**src/rtl/sap_pkg.sv**
```systemverilog
// sap_pkg
//   Shared definitions for the SAP ALU/register slice: the bit positions of the
//   16-bit control word, the ALU operation encoding, the idle control word, and a
//   helper that counts enabled W-bus drivers.
package sap_pkg;

  // Control-word bit positions. A leading "n" in the name marks an active-low field.
  localparam int CON_CP    = 15;
  localparam int CON_EP    = 14;
  localparam int CON_NLM   = 13;
  localparam int CON_NCE   = 12;
  localparam int CON_NLI   = 11;
  localparam int CON_NEI   = 10;
  localparam int CON_NLA   = 9;
  localparam int CON_EA    = 8;
  localparam int CON_EB    = 7;
  localparam int CON_EC    = 6;
  localparam int CON_OP_HI = 5;
  localparam int CON_OP_LO = 4;
  localparam int CON_EU    = 3;
  localparam int CON_NLB   = 2;
  localparam int CON_NLC   = 1;
  localparam int CON_NLO   = 0;

  // Control word that loads nothing and drives nothing.
  localparam logic [15:0] IDLE_CON = 16'h3E07;

  typedef enum logic [1:0] {
    ALU_ADD = 2'b00,
    ALU_SUB = 2'b01,
    ALU_AND = 2'b10,
    ALU_OR  = 2'b11
  } alu_op_e;

  // Number of enabled W-bus drivers among the seven possible sources.
  function automatic logic [2:0] count_drivers(input logic [6:0] en);
    logic [2:0] cnt;
    cnt = 3'd0;
    for (int i = 0; i < 7; i++) begin
      cnt = cnt + {2'b00, en[i]};
    end
    return cnt;
  endfunction

endpackage

```
**src/rtl/sap_alu.sv**
```systemverilog
// sap_alu
//   Combinational ALU working on the current A and B register values.
//   Ports:
//     op_i      operation (ADD, SUB, AND, OR)
//     a_i, b_i  operands
//     result_o  WIDTH-bit result, wraps modulo 2^WIDTH
//     carry_o   carry out of bit WIDTH-1 for ADD/SUB (for SUB, 1 = no borrow);
//               always 0 for AND/OR
module sap_alu
  import sap_pkg::*;
#(
  parameter int WIDTH = 8
) (
  input  alu_op_e          op_i,
  input  logic [WIDTH-1:0] a_i,
  input  logic [WIDTH-1:0] b_i,
  output logic [WIDTH-1:0] result_o,
  output logic             carry_o
);

  logic [WIDTH:0] wide_s;

  // Compute the result one bit wider than the data path so the carry falls out of the top bit.
  always_comb begin
    wide_s = '0;
    case (op_i)
      ALU_ADD: wide_s = {1'b0, a_i} + {1'b0, b_i};
      // Two's-complement subtract: A + ~B + 1.
      ALU_SUB: wide_s = {1'b0, a_i} + {1'b0, ~b_i} + {{WIDTH{1'b0}}, 1'b1};
      // Logic ops leave the top bit at 0, so their carry is 0.
      ALU_AND: wide_s = {1'b0, a_i & b_i};
      ALU_OR:  wide_s = {1'b0, a_i | b_i};
      default: wide_s = '0;
    endcase
  end

  assign result_o = wide_s[WIDTH-1:0];
  assign carry_o  = wide_s[WIDTH];

endmodule

```
**src/rtl/sap_alu_regs.sv**
```systemverilog
// sap_alu_regs
//   Datapath slice driven by the SAP controller's control word. It holds
//   accumulator A, B, the swap temporary C, the output register O and the
//   carry/zero flags. It drives its share of the W-bus and loads from the bus.
//   Ports:
//     CLK           clock; all registers update on the rising edge
//     CLR           synchronous active-high reset; takes priority over loads
//     con           control word; must be stable across each rising edge
//     bus_in        W-bus value from the external drivers (PC/RAM/IR)
//     bus_out       value this block drives (ALU, A, B or C), else 0
//     bus_drive     1 when this block owns the W-bus
//     out_reg       output register O
//     carry, zero   registered ALU flags, updated only on cycles with Eu set
//     bus_conflict  more than one W-bus driver (internal or external) enabled
module sap_alu_regs
  import sap_pkg::*;
#(
  parameter int WIDTH = 8,
  parameter int CON_W = 16
) (
  input  logic             CLK,
  input  logic             CLR,
  input  logic [CON_W-1:0] con,
  input  logic [WIDTH-1:0] bus_in,
  output logic [WIDTH-1:0] bus_out,
  output logic             bus_drive,
  output logic [WIDTH-1:0] out_reg,
  output logic             carry,
  output logic             zero,
  output logic             bus_conflict
);

  // Decoded control fields. The load enables are converted to active-high here.
  logic    eu_s, ea_s, eb_s, ec_s;
  logic    ld_a_s, ld_b_s, ld_c_s, ld_o_s;
  alu_op_e op_s;

  assign eu_s   = con[CON_EU];
  assign ea_s   = con[CON_EA];
  assign eb_s   = con[CON_EB];
  assign ec_s   = con[CON_EC];
  assign ld_a_s = ~con[CON_NLA];
  assign ld_b_s = ~con[CON_NLB];
  assign ld_c_s = ~con[CON_NLC];
  assign ld_o_s = ~con[CON_NLO];
  assign op_s   = alu_op_e'(con[CON_OP_HI:CON_OP_LO]);

  // These fields belong to PC/MAR/IR and are not used by this block.
  logic unused_s;
  assign unused_s = ^{con[CON_CP], con[CON_NLM], con[CON_NLI]};

  // Registers and their next-state values.
  logic [WIDTH-1:0] a_q, a_d;
  logic [WIDTH-1:0] b_q, b_d;
  logic [WIDTH-1:0] c_q, c_d;
  logic [WIDTH-1:0] o_q, o_d;
  logic             carry_q, carry_d;
  logic             zero_q, zero_d;

  logic [WIDTH-1:0] alu_res_s;
  logic             alu_carry_s;
  logic [WIDTH-1:0] bus_out_s;
  logic [WIDTH-1:0] wbus_s;

  sap_alu #(
    .WIDTH (WIDTH)
  ) u_alu (
    .op_i     (op_s),
    .a_i      (a_q),
    .b_i      (b_q),
    .result_o (alu_res_s),
    .carry_o  (alu_carry_s)
  );

  // Internal bus source select. If several enables are set, Eu wins, then Ea, Eb, Ec.
  always_comb begin
    bus_out_s = '0;
    if (eu_s) begin
      bus_out_s = alu_res_s;
    end else if (ea_s) begin
      bus_out_s = a_q;
    end else if (eb_s) begin
      bus_out_s = b_q;
    end else if (ec_s) begin
      bus_out_s = c_q;
    end else begin
      bus_out_s = '0;
    end
  end

  assign bus_out   = bus_out_s;
  assign bus_drive = eu_s | ea_s | eb_s | ec_s;
  assign wbus_s    = bus_drive ? bus_out_s : bus_in;

  // Ep, nCE and nEi are external drivers; they count toward a conflict but do not change the mux.
  assign bus_conflict = count_drivers({eu_s, ea_s, eb_s, ec_s, con[CON_EP],
                                       ~con[CON_NCE], ~con[CON_NEI]}) > 3'd1;

  // Next-state logic. All loads sample the bus value formed from the pre-edge register contents.
  always_comb begin
    a_d     = a_q;
    b_d     = b_q;
    c_d     = c_q;
    o_d     = o_q;
    carry_d = carry_q;
    zero_d  = zero_q;
    if (ld_a_s) a_d = wbus_s; else a_d = a_q;
    if (ld_b_s) b_d = wbus_s; else b_d = b_q;
    if (ld_c_s) c_d = wbus_s; else c_d = c_q;
    if (ld_o_s) o_d = wbus_s; else o_d = o_q;
    // The flags follow the ALU only on cycles where the ALU result is put on the bus.
    if (eu_s) begin
      carry_d = alu_carry_s;
      zero_d  = (alu_res_s == {WIDTH{1'b0}});
    end else begin
      carry_d = carry_q;
      zero_d  = zero_q;
    end
  end

  // State registers. The synchronous clear takes priority over any load in the same cycle.
  always_ff @(posedge CLK) begin
    if (CLR) begin
      a_q     <= '0;
      b_q     <= '0;
      c_q     <= '0;
      o_q     <= '0;
      carry_q <= 1'b0;
      zero_q  <= 1'b0;
    end else begin
      a_q     <= a_d;
      b_q     <= b_d;
      c_q     <= c_d;
      o_q     <= o_d;
      carry_q <= carry_d;
      zero_q  <= zero_d;
    end
  end

  assign out_reg = o_q;
  assign carry   = carry_q;
  assign zero    = zero_q;

endmodule
```
**config.mk**
```make
export PLATFORM = sky130hd
export DESIGN_NAME = sap_alu_regs
export DESIGN_NICKNAME = d
export VERILOG_FILES = /design/src/rtl/sap_pkg.sv /design/src/rtl/sap_alu.sv /design/src/rtl/sap_alu_regs.sv
export SDC_FILE = /design/constraint.sdc
export NUM_CORES = 1
export LEC_CHECK = 0
export CAP_MARGIN = 10
export CORE_MARGIN = 3
export CORE_UTILIZATION = 55
export DETAILED_ROUTE_END_ITERATION = 6
export HOLD_SLACK_MARGIN = 0.12
export MAX_ROUTING_LAYER = met4
export PLACE_DENSITY_LB_ADDON = 0.1
export SYNTH_ARGS = -nofsm -noshare
export SYNTH_HDL_FRONTEND = slang
export SYNTH_SLANG_ARGS = --single-unit
```
**constraint.sdc**
```tcl
create_clock -name CLK -period 3 [get_ports CLK]
set_input_delay 0.45 -clock CLK [delete_from_list [all_inputs] [get_ports CLK]]
set_output_delay 0.45 -clock CLK [all_outputs]
set_load 0.01 [all_outputs]
```
# Word-level counts from Yosys, hierarchy flattened
# Index checks and enable logic that the tools add are counted.
# totals
reg_bits	34
latch_bits	0
ramBits	0
mem_bits_ro	0
in_bits	26
n_memories	0
# op_classes
add_sub_neg	9
multipliers	0
div_mod_pow	0
n_lt_le_gt_ge	1
eq_ne	3
shift	0
n_mux	6
bitwise	8
n_reduce_logical	2
# op_table
cell	n
$mux W8	5
$pmux W9 S4	1
$add A8 B8 Y9	2
$add A3 B1 Y3	4
$add A9 B1 Y9 const B	1
$and A8 B8 Y8	1
$logic_not A8 Y1	1
$not A8 Y8	1
$or A8 B8 Y8	1
$eq A2 B2 Y1 const B	2
$add A2 B1 Y3	1
$gt A3 B1 Y1 const B	1
$or A1 B1 Y1	3
$add A1 B1 Y2	1
$eq A2 B1 Y1 const B	1
$logic_not A2 Y1	1
$not A1 Y1	2

# Longest topological paths before layout
# depth
word_depth	8
ltp_mapped	11
depth_no_buf	11

# Modules after synthesis
# From an unflattened synthesis, not the netlist that was laid out.
# hier_totals
hier_cells	367
hier_area_um2	3198.1
# modules_own_cells
mod	instances	cells_per_inst	area_each_um2	seq_area_each_um2
sap_alu_regs	1	223	2103.3	680.7
sap_alu	1	144	1094.8	0.0

# Least setup slack after synthesis
# OpenSTA, ideal clock, no wires.
# synth_path
path_kind	input to output
startpoint	input port con[3]
endpoint	output port bus_conflict
arrival_ps	2382
t_required_ps	2550
path_slack_ps	168
path_stages	6
n_path_buf	0
path_cell_list	fa_1 -> fa_1 -> ha_1 -> a21oi_1 -> fa_1 -> nand2_1
# synth_via
elab_chain_cells	2
# synth_rtl
element	line	rtl
start, declared	sap_alu_regs.sv:23	input logic [CON_W-1:0] con,
$add A3 B1 Y3	sap_pkg.sv:40	cnt = cnt + {2'b00, en[i]};
$gt A3 B1 Y1	sap_alu_regs.sv:97	~con[CON_NCE], ~con[CON_NEI]}) > 3'd1;
end, declared	sap_alu_regs.sv:30	output logic bus_conflict
# No other way between the ends.

# Final worst setup path
# layout_path
startpoint	input port con[6]
endpoint	output port bus_conflict
# layout_via
elab_chain_cells	5
# layout_rtl
element	line
$add A3 B1 Y3 (4 in a row)	sap_pkg.sv:40
$gt A3 B1 Y1	sap_alu_regs.sv:97
# No other way between the ends.

==> reports/results.ini <==
[timing]
worst_pin_slew_ns=0.456
hold_ws_ns=0.459
slew_headroom_pct=69.3
finalCritPeriodShare_pct=102
rsz0062_at_grt=true
worst_slack_ns=-0.0606
layout_min_cycle_time_ns=3.06
setup-violations-final=1
skew_ns=0.00171
fmax_mhz=327
hold_violations=0
tns_ns=-0.0606
final-max-slew-violation-count=0

[die]
num_io_pins=46
start_util_pct=58.9
die_area_um2=6130
rows=25
die_x_um=78.3
die_h_um=78.3
core_um2=4880

[synthesis]
synthTopCellsByArea=dfxtp_1 (24%), ha_1 (11%), clkbuf_8 (6.7%)
synth_top_cell_area_share_pct=23.7
yosysWarnings=0
synth.largest_area_cell=dfxtp_1
ys_top_cells_by_count=nand2_1 (38), inv_1 (35), nor2_1 (35)
synth_edf_count=0
postSynthAreaPerCell_um2=8.23
yosysSeqAreaShare_pct=23.7
ys_types=59
synth_area_um2=2870
synth_fp_nets=405
synth.most_common_cell=nand2_1
synthFlopType=dfxtp_1
synth-async-reset-ratio_pct=0
netlist_instances=349
synth_seq_cells=34

[global_route]
groute.usage.overall_pct=26.1
overflow=0
antenna_found_initial=0
grt_max_degree=38
grt_pass1_wl_um=12700
grt_pass1_vias=2677

[placed_design]
place.gp.congestion=0.879
dpl_worst_slack_ns=-0.891
dp_hpwl_um=5530
port_buffers=42

[detailed_routing]
via_count=2720
routed_wl_um=7520
drtIter0Drc=114
dr.pass1.iters=4
ant_nets=0
drc=0
wl_per_cell_um=15.6
viasPerCell=5.64

[setup_path]
required_ns=2.55
critPathKind=in -> out
cpMostUsedCell=fa_1
rr_endpoint=zero$_SDFFE_PP0P_
r2r_setup_slack_ns=0.30
cp_slowest_stage_delay_ns=0.56
path_max_fanout=2
cp.arrival_ns=2.61
path_cells=buf_6, fa_1, fa_1, ha_1, a21oi_2, fa_1, nand2_1, buf_2
endpoint_kind=primary output
worstSetupStartpointType=input port
crit_buf_inv=2
reg2reg_depth=12
worstReg2RegStart=a_q[0]$_SDFFE_PP0N_
cp_top_family=adder cells
critPathSlowestCell=fa_1

[min_path]
min_path_type=reg -> reg
hold_end=zero$_SDFFE_PP0P_
min_path_cells=2
holdCritStartpoint=zero$_SDFFE_PP0P_

[cts]
cts-root-buf=clkbuf_8
cts_buffers=5
ctsHoldBuffers=0
clock_path_buffers=2
cts.sinks=34
clk_latency_ns=0.28
clk_pin_slew_ns=0.07
cts_htree_levels=2
cts_tree=done

[layout]
nFillCells=389
utilization_pct=74.6
area_delta_synth_final_pct=26.7
multi_input_area_um2=1960
final_layout_size_suffix_gt1_share_pct=22.2
seq_area_um2=683
antenna_cells=0
nets=470

[run]
maxCapViolations=0

[status]
violations=negative setup slack
status=complete, but fails checks

[power]
pwr_density_cell_nw_per_um2=413
ir_drop_mv=0.486
p_leak_uw=0.00151

## tightest hold or removal path: cells and delay by family, from the launching register on
kind,cells,cell delay (ns)
AOI/OAI and AO/OA,1,0.06
and+or+nand+nor,1,0.05
DFF,1,0.31
## cell families (layout without fill, tap and decap cells)
logic type | Yosys count | in the layout | synth area share, %
adders and majority gates | 30 | 30 | 14.4
and+or+nand+nor | 105 | 105 | 17.7
AOI/OAI and AO/OA | 110 | 110 | 26.3
DFF | 34 | 34 | 23.7
xor gates and xnor gates | 3 | 3 | 0.915
muxes | 8 | 8 | 3.31
buffers and inverters | 59 | 125 | 13.7
## layout by cell type (no fill, tap or decap), types with 5 or more instances in the layout
| cell type | n |
|---|---|
| a211oi_1 | 22 |
| a21oi_1 | 23 |
| buf_4 | 39 |
| clkbuf_8 | 6 |
| clkdlybuf4s50_1 | 30 |
| dfxtp_1 | 32 |
| fa_1 | 5 |
| ha_1 | 19 |
| inv_1 | 33 |
| mux2i_1 | 5 |
| nand2_1 | 38 |
| nand3b_1 | 6 |
| nor2_1 | 35 |
| o21a_1 | 5 |
| o21ai_0 | 9 |
| o22ai_1 | 12 |
## how the worst max path moves through the flow
stage	from	to	slack, ns	cells after the start
final	con[6]	bus_conflict	-0.06	8
after global routing	con[6]	bus_conflict	-0.13	8
after CTS	con[8]	bus_conflict	-0.23	8
after detailed placement	con[3]	bus_conflict	-0.89	8
after global placement	con[3]	bus_conflict	-0.88	8
after floorplan	con[3]	bus_conflict	0.17	6
## power by group
part / switching [uW] / internal [uW] / total (uW)
registers: 23.7 / 489 / 512
logic: 332 / 309 / 641
clock network: 165 / 185 / 350
total: 520 / 983 / 1500
## through the flow
stage / cells / total power (uW) / instance area, um^2
2_1_floorplan: 349 / 893 / 2870
3_5_place_dp: 469 / 1100 / 3370
6_report: 482 / 1500 / 3640
3_3_place_gp: 469 / 1080 / 3370
5_1_grt: 482 / 1600 / 3640
4_1_cts: 479 / 1480 / 3580
## metal layers
layer	wire length, um	GRT usage [%]	vias up	part of all wire, %
met4	104	7.52	0	1.4
met2	3640	41.2	68	48
met3	389	4.13	12	5.2
met1	3380	34.9	1290	45
met5	0	-	-	0
li1	-	-	1350	-
## area by class of cell
type	instances	area share, %
Multi-Input combinational cell	256	53.7
Timing Repair Buffer	81	18.9
Clock inverter	1	0.138
Tap cell	67	2.30
Sequential cell	34	18.8
Inverter	36	3.71
Clock buffer	7	2.37
## what timing repair did
action                                  CTS  global route
endpoints found under the setup margin    8             7
pin swaps                                11            12
setup buffers                             2             3
hold endpoints to repair                  0             0
cloned                                    0             0
resized for setup                        38            19
No activity file was read; power rests on OpenSTA's default activity.
